## src/rtl/trig_window_writer.sv

```systemverilog
// trig_window_writer: on a trigger edge, writes a framed event (3-word header + WIN_LEN tagged samples) to a FIFO
module trig_window_writer #(
  parameter int P_WIDTH = 14,
  parameter int WIN_LEN = 64,
  parameter int HOLDOFF = 16
) (
  input  logic               clk,
  input  logic               rst_n,
  input  logic               ro_en,
  input  logic               trig,
  input  logic [P_WIDTH-1:0] din,
  input  logic               fifo_afull,
  input  logic               fifo_full,
  output logic               fifo_wrreq,
  output logic [P_WIDTH+1:0] fifo_data,
  output logic               busy,
  output logic [15:0]        evt_cnt,
  output logic [15:0]        drop_cnt,
  output logic               overflow
);
  typedef enum logic [1:0] {IDLE, HDR, DATA, HOLD} state_t;
  state_t             state_q, state_d;
  logic [9:0]         cnt_q, cnt_d;
  logic [27:0]        ts_q, ts_d, ts_lat_q, ts_lat_d;
  logic               trig_q, trig_e, accept, reject;
  logic [P_WIDTH-1:0] dl_q [3];
  logic               wr_q, wr_d, ovf_q, ovf_d;
  logic [P_WIDTH+1:0] data_q, data_d;
  logic [15:0]        evt_q, evt_d, drop_q, drop_d;
  assign trig_e   = trig & ~trig_q;
  assign accept   = state_q == IDLE && trig_e && ro_en && !fifo_afull;
  assign reject   = state_q == IDLE && trig_e && ro_en && fifo_afull;
  assign ts_d     = ts_q + 28'd1;
  assign ts_lat_d = accept ? ts_q : ts_lat_q;
  assign evt_d    = evt_q + 16'(accept);
  assign drop_d   = drop_q + 16'(reject && drop_q != 16'hFFFF);
  assign ovf_d    = ovf_q | (wr_q & fifo_full);
  // Output word is registered, so each state computes the word for the next cycle;
  // the delay line tail lines up din(T) with the first DATA cycle.
  always_comb begin
    state_d = state_q;
    cnt_d   = cnt_q + 10'd1;
    wr_d    = 1'b0;
    data_d  = '0;
    case (state_q)
      IDLE: begin
        cnt_d = '0;
        if (accept) begin
          state_d = HDR;
          wr_d    = 1'b1;
          data_d  = {2'b11, P_WIDTH'(evt_q[13:0])};
        end
      end
      HDR: begin
        wr_d   = 1'b1;
        data_d = cnt_q == 10'd0 ? {2'b10, P_WIDTH'(ts_lat_q[27:14])} :
                 cnt_q == 10'd1 ? {2'b10, P_WIDTH'(ts_lat_q[13:0])} :
                                  {WIN_LEN == 1 ? 2'b01 : 2'b00, dl_q[2]};
        if (cnt_q == 10'd2) begin
          state_d = DATA;
          cnt_d   = '0;
        end
      end
      DATA: begin
        if (cnt_q == 10'(WIN_LEN - 1)) begin
          state_d = HOLDOFF == 0 ? IDLE : HOLD;
          cnt_d   = '0;
        end else begin
          wr_d   = 1'b1;
          data_d = {cnt_q == 10'(WIN_LEN - 2) ? 2'b01 : 2'b00, dl_q[2]};
        end
      end
      HOLD: begin
        if (cnt_q == 10'(HOLDOFF - 1)) begin
          state_d = IDLE;
          cnt_d   = '0;
        end
      end
      default: state_d = IDLE;
    endcase
  end
  always_ff @(posedge clk or negedge rst_n) begin
    if (!rst_n) begin
      state_q  <= IDLE;
      cnt_q    <= '0;
      ts_q     <= '0;
      ts_lat_q <= '0;
      trig_q   <= 1'b0;
      dl_q     <= '{default: '0};
      wr_q     <= 1'b0;
      data_q   <= '0;
      evt_q    <= '0;
      drop_q   <= '0;
      ovf_q    <= 1'b0;
    end else begin
      state_q  <= state_d;
      cnt_q    <= cnt_d;
      ts_q     <= ts_d;
      ts_lat_q <= ts_lat_d;
      trig_q   <= trig;
      dl_q[0]  <= din;
      dl_q[1]  <= dl_q[0];
      dl_q[2]  <= dl_q[1];
      wr_q     <= wr_d;
      data_q   <= data_d;
      evt_q    <= evt_d;
      drop_q   <= drop_d;
      ovf_q    <= ovf_d;
    end
  end
  assign fifo_wrreq = wr_q;
  assign fifo_data  = data_q;
  assign busy       = state_q != IDLE;
  assign evt_cnt    = evt_q;
  assign drop_cnt   = drop_q;
  assign overflow   = ovf_q;
endmodule

```

## config.mk

```make
export PLATFORM = sky130hd
export DESIGN_NAME = trig_window_writer
export DESIGN_NICKNAME = d
export VERILOG_FILES = /design/src/rtl/trig_window_writer.sv
export SDC_FILE = /design/constraint.sdc
export NUM_CORES = 1
export LEC_CHECK = 0
export CELL_PAD_IN_SITES_DETAIL_PLACEMENT = 0
export CELL_PAD_IN_SITES_GLOBAL_PLACEMENT = 2
export CORE_MARGIN = 3
export CORE_UTILIZATION = 34
export CTS_CLUSTER_SIZE = 25
export DETAILED_ROUTE_END_ITERATION = 6
export PLACE_DENSITY_LB_ADDON = 0.1
export SYNTH_ARGS = -nofsm -noshare
export SYNTH_HDL_FRONTEND = slang
export SYNTH_SLANG_ARGS = --single-unit
export TNS_END_PERCENT = 1
```

## constraint.sdc

```tcl
create_clock -name clk -period 2.9 [get_ports clk]
set_clock_uncertainty 0.2 [all_clocks]
set_input_delay 0.58 -clock clk [delete_from_list [all_inputs] [get_ports clk]]
set_output_delay 0.58 -clock clk [all_outputs]
set_load 0.005 [all_outputs]
```

# Word-level counts from Yosys, hierarchy flattened
# Cells that the tools add are included.
# classes
n_bitwise,4
n_addsub,4
reduce_logical,10
eq_ne,13
muxes,18
# op_table
cell,n
two-way mux 16 bit,3
case mux 16 bit (3 select lines),1
case mux 10 bit (4 select lines),1
adder 16 x 1 -> 16 bit,2
two-way mux 10 bit,3
adder 28 x 1 -> 28 bit (second input constant),1
equality test 10 x 6 -> 1 bit (second input constant),2
inequality test 16 bit (second input constant),1
two-way mux 15 bit,1
adder 10 x 1 -> 10 bit (second input constant),1
equality test 10 x 1 -> 1 bit (second input constant),1
equality test 10 x 2 -> 1 bit (second input constant),1
equality test 10 x 4 -> 1 bit (second input constant),1
logical NOT 10 bit,1
two-way mux 2 bit,4
inequality test 2 bit (second input constant),4
case mux 2 bit (4 select lines),1
logical AND 1 bit,5
equality test 2 bit (second input constant),2
AND reduction 4 bit,1
two-way mux 1 bit,3
case mux 1 bit (3 select lines),1
bitwise AND 1 bit,2
equality test 2 x 1 -> 1 bit (second input constant),1
5 further kinds,5
# word_totals
word_cells,62
ff_bits,161
input_bits,20

# Logic depth before layout (Yosys ltp)
# logic_depth
ltp_word,7
depth_mapped,11
depth_no_buf,11

# Worst setup path after synthesis
# OpenSTA, ideal clock, no wires.
# synth_path
kind,flip-flop to flip-flop
startpoint,reg state_q[0]
endpoint,reg evt_q[10] (netlist: evt_cnt[10])
n_path_buf,2
required_ns,2.575
stages_incl_launch_ff,12
synth_period_minus_slack_ns,3.051
arrival_time_ns,2.726
slack_ns,-0.151
cell_sequence,dfrtp_1 inv_1 ha_1 nand2_1 nor4b_2 clkbuf_1 clkbuf_1 ha_1 ha_1 and3_1 nand4_1 xnor2_1
# synth_between
elab_chain_cells,5
# synth_lines
item,line,rtl
"start, declared",22,"state_t state_q, state_d;"
"start signal, assigned",96,state_q <= state_d;
logical NOT 2 bit,31,assign accept = state_q == IDLE && trig_e && ro_en && !fifo_afull;
logical AND 1 bit (3 in a row),31,
adder 16 x 1 -> 16 bit,35,assign evt_d = evt_q + 16'(accept);
named net evt_d[10],29,"logic [15:0] evt_q, evt_d, drop_q, drop_d;"
"end signal, assigned",106,evt_q <= evt_d;
"end, declared",29,
# The timed path passes the listed nets, and every way through them passes these cells.
# A chain may end at the register's enable or synchronous reset.

# Final worst setup path
# layout_path
startpoint,reg state_q[0]
endpoint,out busy
# layout_between
elab_chain_cells,1
# layout_lines
item,line,rtl
nonzero test 2 bit,113,assign busy = state_q != IDLE;
"end, declared",16,"output logic busy,"
# No other way between the ends.

==> impl_metrics.ini <==
[power]
p_per_area_nw_per_um2 = 564.3
ir_drop_mv = 0.3555
power_leakage_nw = 3.842

[route]
drc = 0
drt_iter0_drc = 232
via_count = 4593
wl_per_cell_um = 17.20
first_pass_iters = 4
antenna_left = 0
wl_um = 16180
vias_per_cell = 4.881

[floorplanning]
dieWidth_um = 147.1
num_rows = 50
num_io_pins = 71
die_area_um2 = 21630
start_util = 0.3535
die_h_um = 147.1
coreArea_um2 = 19140

[yosys]
synthCells = 588
synth_area_um2 = 6768
ys_types = 42
syn_area_per_cell_um2 = 11.51
ys_seq_area_frac = 0.5953
ys_warn_count = 0
syn_nets = 624
ys_ff_latch = 161

[timing]
final.setup.tns_ns = 0
setup_slack_ns = 0.1269
min_period_over_period = 0.9562
hold_viol = 0
maxSlewHeadroom = 0.5217
setup_viol = 0
worst_slew_pin_slew_ns = 0.7174
period_needed_ns = 2.773
rsz0062_at_grt = no
fmax_mhz = 360.6
final_max_slew_viol_count = 0

[final_layout]
drive_above_1_share = 0.1101
diodes = 0
most-common-layout-cells = dfrtp_1, clkdlybuf4s50_1, nor2_1
final_common_cell = dfrtp_1
areaGrowthSynthToFinish_pct = 25.49
fin_nets = 704

[run_status]
outcome = finished clean

[setup_path]
start_kind = flop
cp.required_ns = 2.12
arrival_ns = 1.99
critPathCaptureType = output pin
crit_fanout = 4
path_class = flop to output pin

[clock_network]
insertion_delay_ns = 0.42
clock-sinks = 161
cts_buffers = 17
cts_tree = yes
clockRootBuffer = clkbuf_16
clkSlewWorstSetupHoldPaths_ns = 0.06
cts_buffer_depth = 2
cts-htree-levels = 4

[job]
max-cap-violations = 0

[grt]
antenna_found_initial = 0
grt_max_degree = 50
grt_pass1_vias = 4830
grt_overflow_total = 0
grt_pass1_wl_um = 26850
grt_usage = 0.1583

[placed_design]
dpl.hpwl_um = 11600
place_ws_ns = 0.1084
portBuffers = 70
gp_congestion = 0.7760

[min_path]
hold_class = flop to flop
[final timing paths]
path	from	slack, ns	to	cells past startpoint
max in group asynchronous	rst_n	1.40	fifo_data[9]	3
worst max register to register	cnt_q[6]	0.38	state_q[1]	5
worst min-delay path	dl_q[38]	0.15	dl_q[24]	0
worst min register to register	dl_q[38]	0.15	dl_q[24]	0
worst max-delay path	state_q[0]	0.13	busy	5
min in group asynchronous	rst_n	0.48	cnt_q[6]	2
[metrics by stage]
step	utilization	instance area [um2]	std cells	total power, mW	hold slack, ns
2_1_floorplan	-	6778	588	2.370	0.08441
3_3_place_gp	0.4107	7861	908	2.485	0.1318
3_5_place_dp	0.4107	7861	908	2.488	0.1347
4_1_cts	0.4437	8493	941	4.883	0.1507
5_1_grt	0.4437	8493	941	4.985	0.1561
6_report	0.4437	8493	941	4.793	0.1470
[timing repair]
action / 4_1_cts / 5_1_grt
gates resized for setup: 1 / 0
setup endpoints to repair: 1 / 0
hold buffers: 1 / 0
setup buffers: 0 / 0
endpoints found under the hold margin: 45 / 0
[critical path: stages, from the launching register on]
cell and delay, ns:
dfrtp_1 0.40, inv_1 0.11, ha_2 0.24, buf_4 0.15, inv_1 0.13, clkdlybuf4s50_1 0.54
[synthesized netlist by cell type]
cell type	count	area [um2]
o21ai_0	14	70.07
nor4_1	4	25.02
buf_2	2	10.01
nand2_1	33	123.9
nor2b_1	13	81.33
or3_1	1	6.260
inv_1	30	112.6
o31ai_2	2	25.02
nand4bb_1	1	11.26
and4_1	9	78.83
xor2_1	24	210.2
clkbuf_1	24	90.09
a21o_1	1	7.510
or2_2	1	6.260
a22oi_1	14	105.1
nand3_1	25	125.1
and2_1	3	18.77
or4_1	3	22.52
o31a_1	1	8.760
buf_6	1	11.26
o41ai_4	1	27.53
nor3_1	22	110.1
nor4b_2	1	15.01
ha_1	16	200.2
nor2_1	54	202.7
a31o_2	1	8.760
nand4_1	16	100.1
mux2_4	1	15.01
o2111ai_2	1	15.01
dfrtp_1	161	4029
and3_1	6	37.54
nor3b_1	2	15.01
mux2_2	14	157.7
mux2i_1	1	10.01
a41oi_1	13	113.9
and3b_1	1	8.760
o32ai_1	14	122.6
a31oi_1	1	6.260
a21oi_1	16	80.08
buf_1	1	3.750
nand2b_1	1	6.260
xnor2_1	38	332.8
[sequential cells by signal, indices dropped and copies added (netlist names)]
name,flops
cnt_q,10
dl_q,42
drop_cnt,16
evt_cnt,16
fifo_data,16
fifo_wrreq,1
overflow,1
state_q,2
trig_q,1
ts_lat_q,28
ts_q,28
[layout make-up]
type	instances	area [um2]
clock buffers	18	429.2
clock inverters	14	190.2
fillers	1810	10650
inverters	30	112.6
multi-input cells	369	2535
flip-flops and latches	161	4029
well taps	260	325.3
repair buffers	89	872.1
[cells by family (layout without fill, tap and decap cells)]
family | Yosys count | count (layout) | share of synthesized area
compound gates | 79 | 79 | 0.08726
xor+xnor | 62 | 62 | 0.08024
simple gates | 196 | 196 | 0.1470
fa+ha+maj | 16 | 16 | 0.02958
mux | 16 | 16 | 0.02699
buf+inv | 58 | 151 | 0.03365
flops | 161 | 161 | 0.5953
[report_power, final]
group	switching [mW]	leakage [nW]	internal, mW
registers	0.0207	1.97	2.29
clock network	0.964	0.301	1.39
logic	0.0693	1.57	0.0648
[layer usage]
layer,vias to the layer above,part of all wire,GRT usage
li1,2204,-,-
met1,2285,0.46,0.2141
met2,86,0.49,0.2562
met3,18,0.039,0.03393
met4,0,0.016,0.04986
met5,-,0,0
No activity file was read; power rests on OpenSTA's default activity.
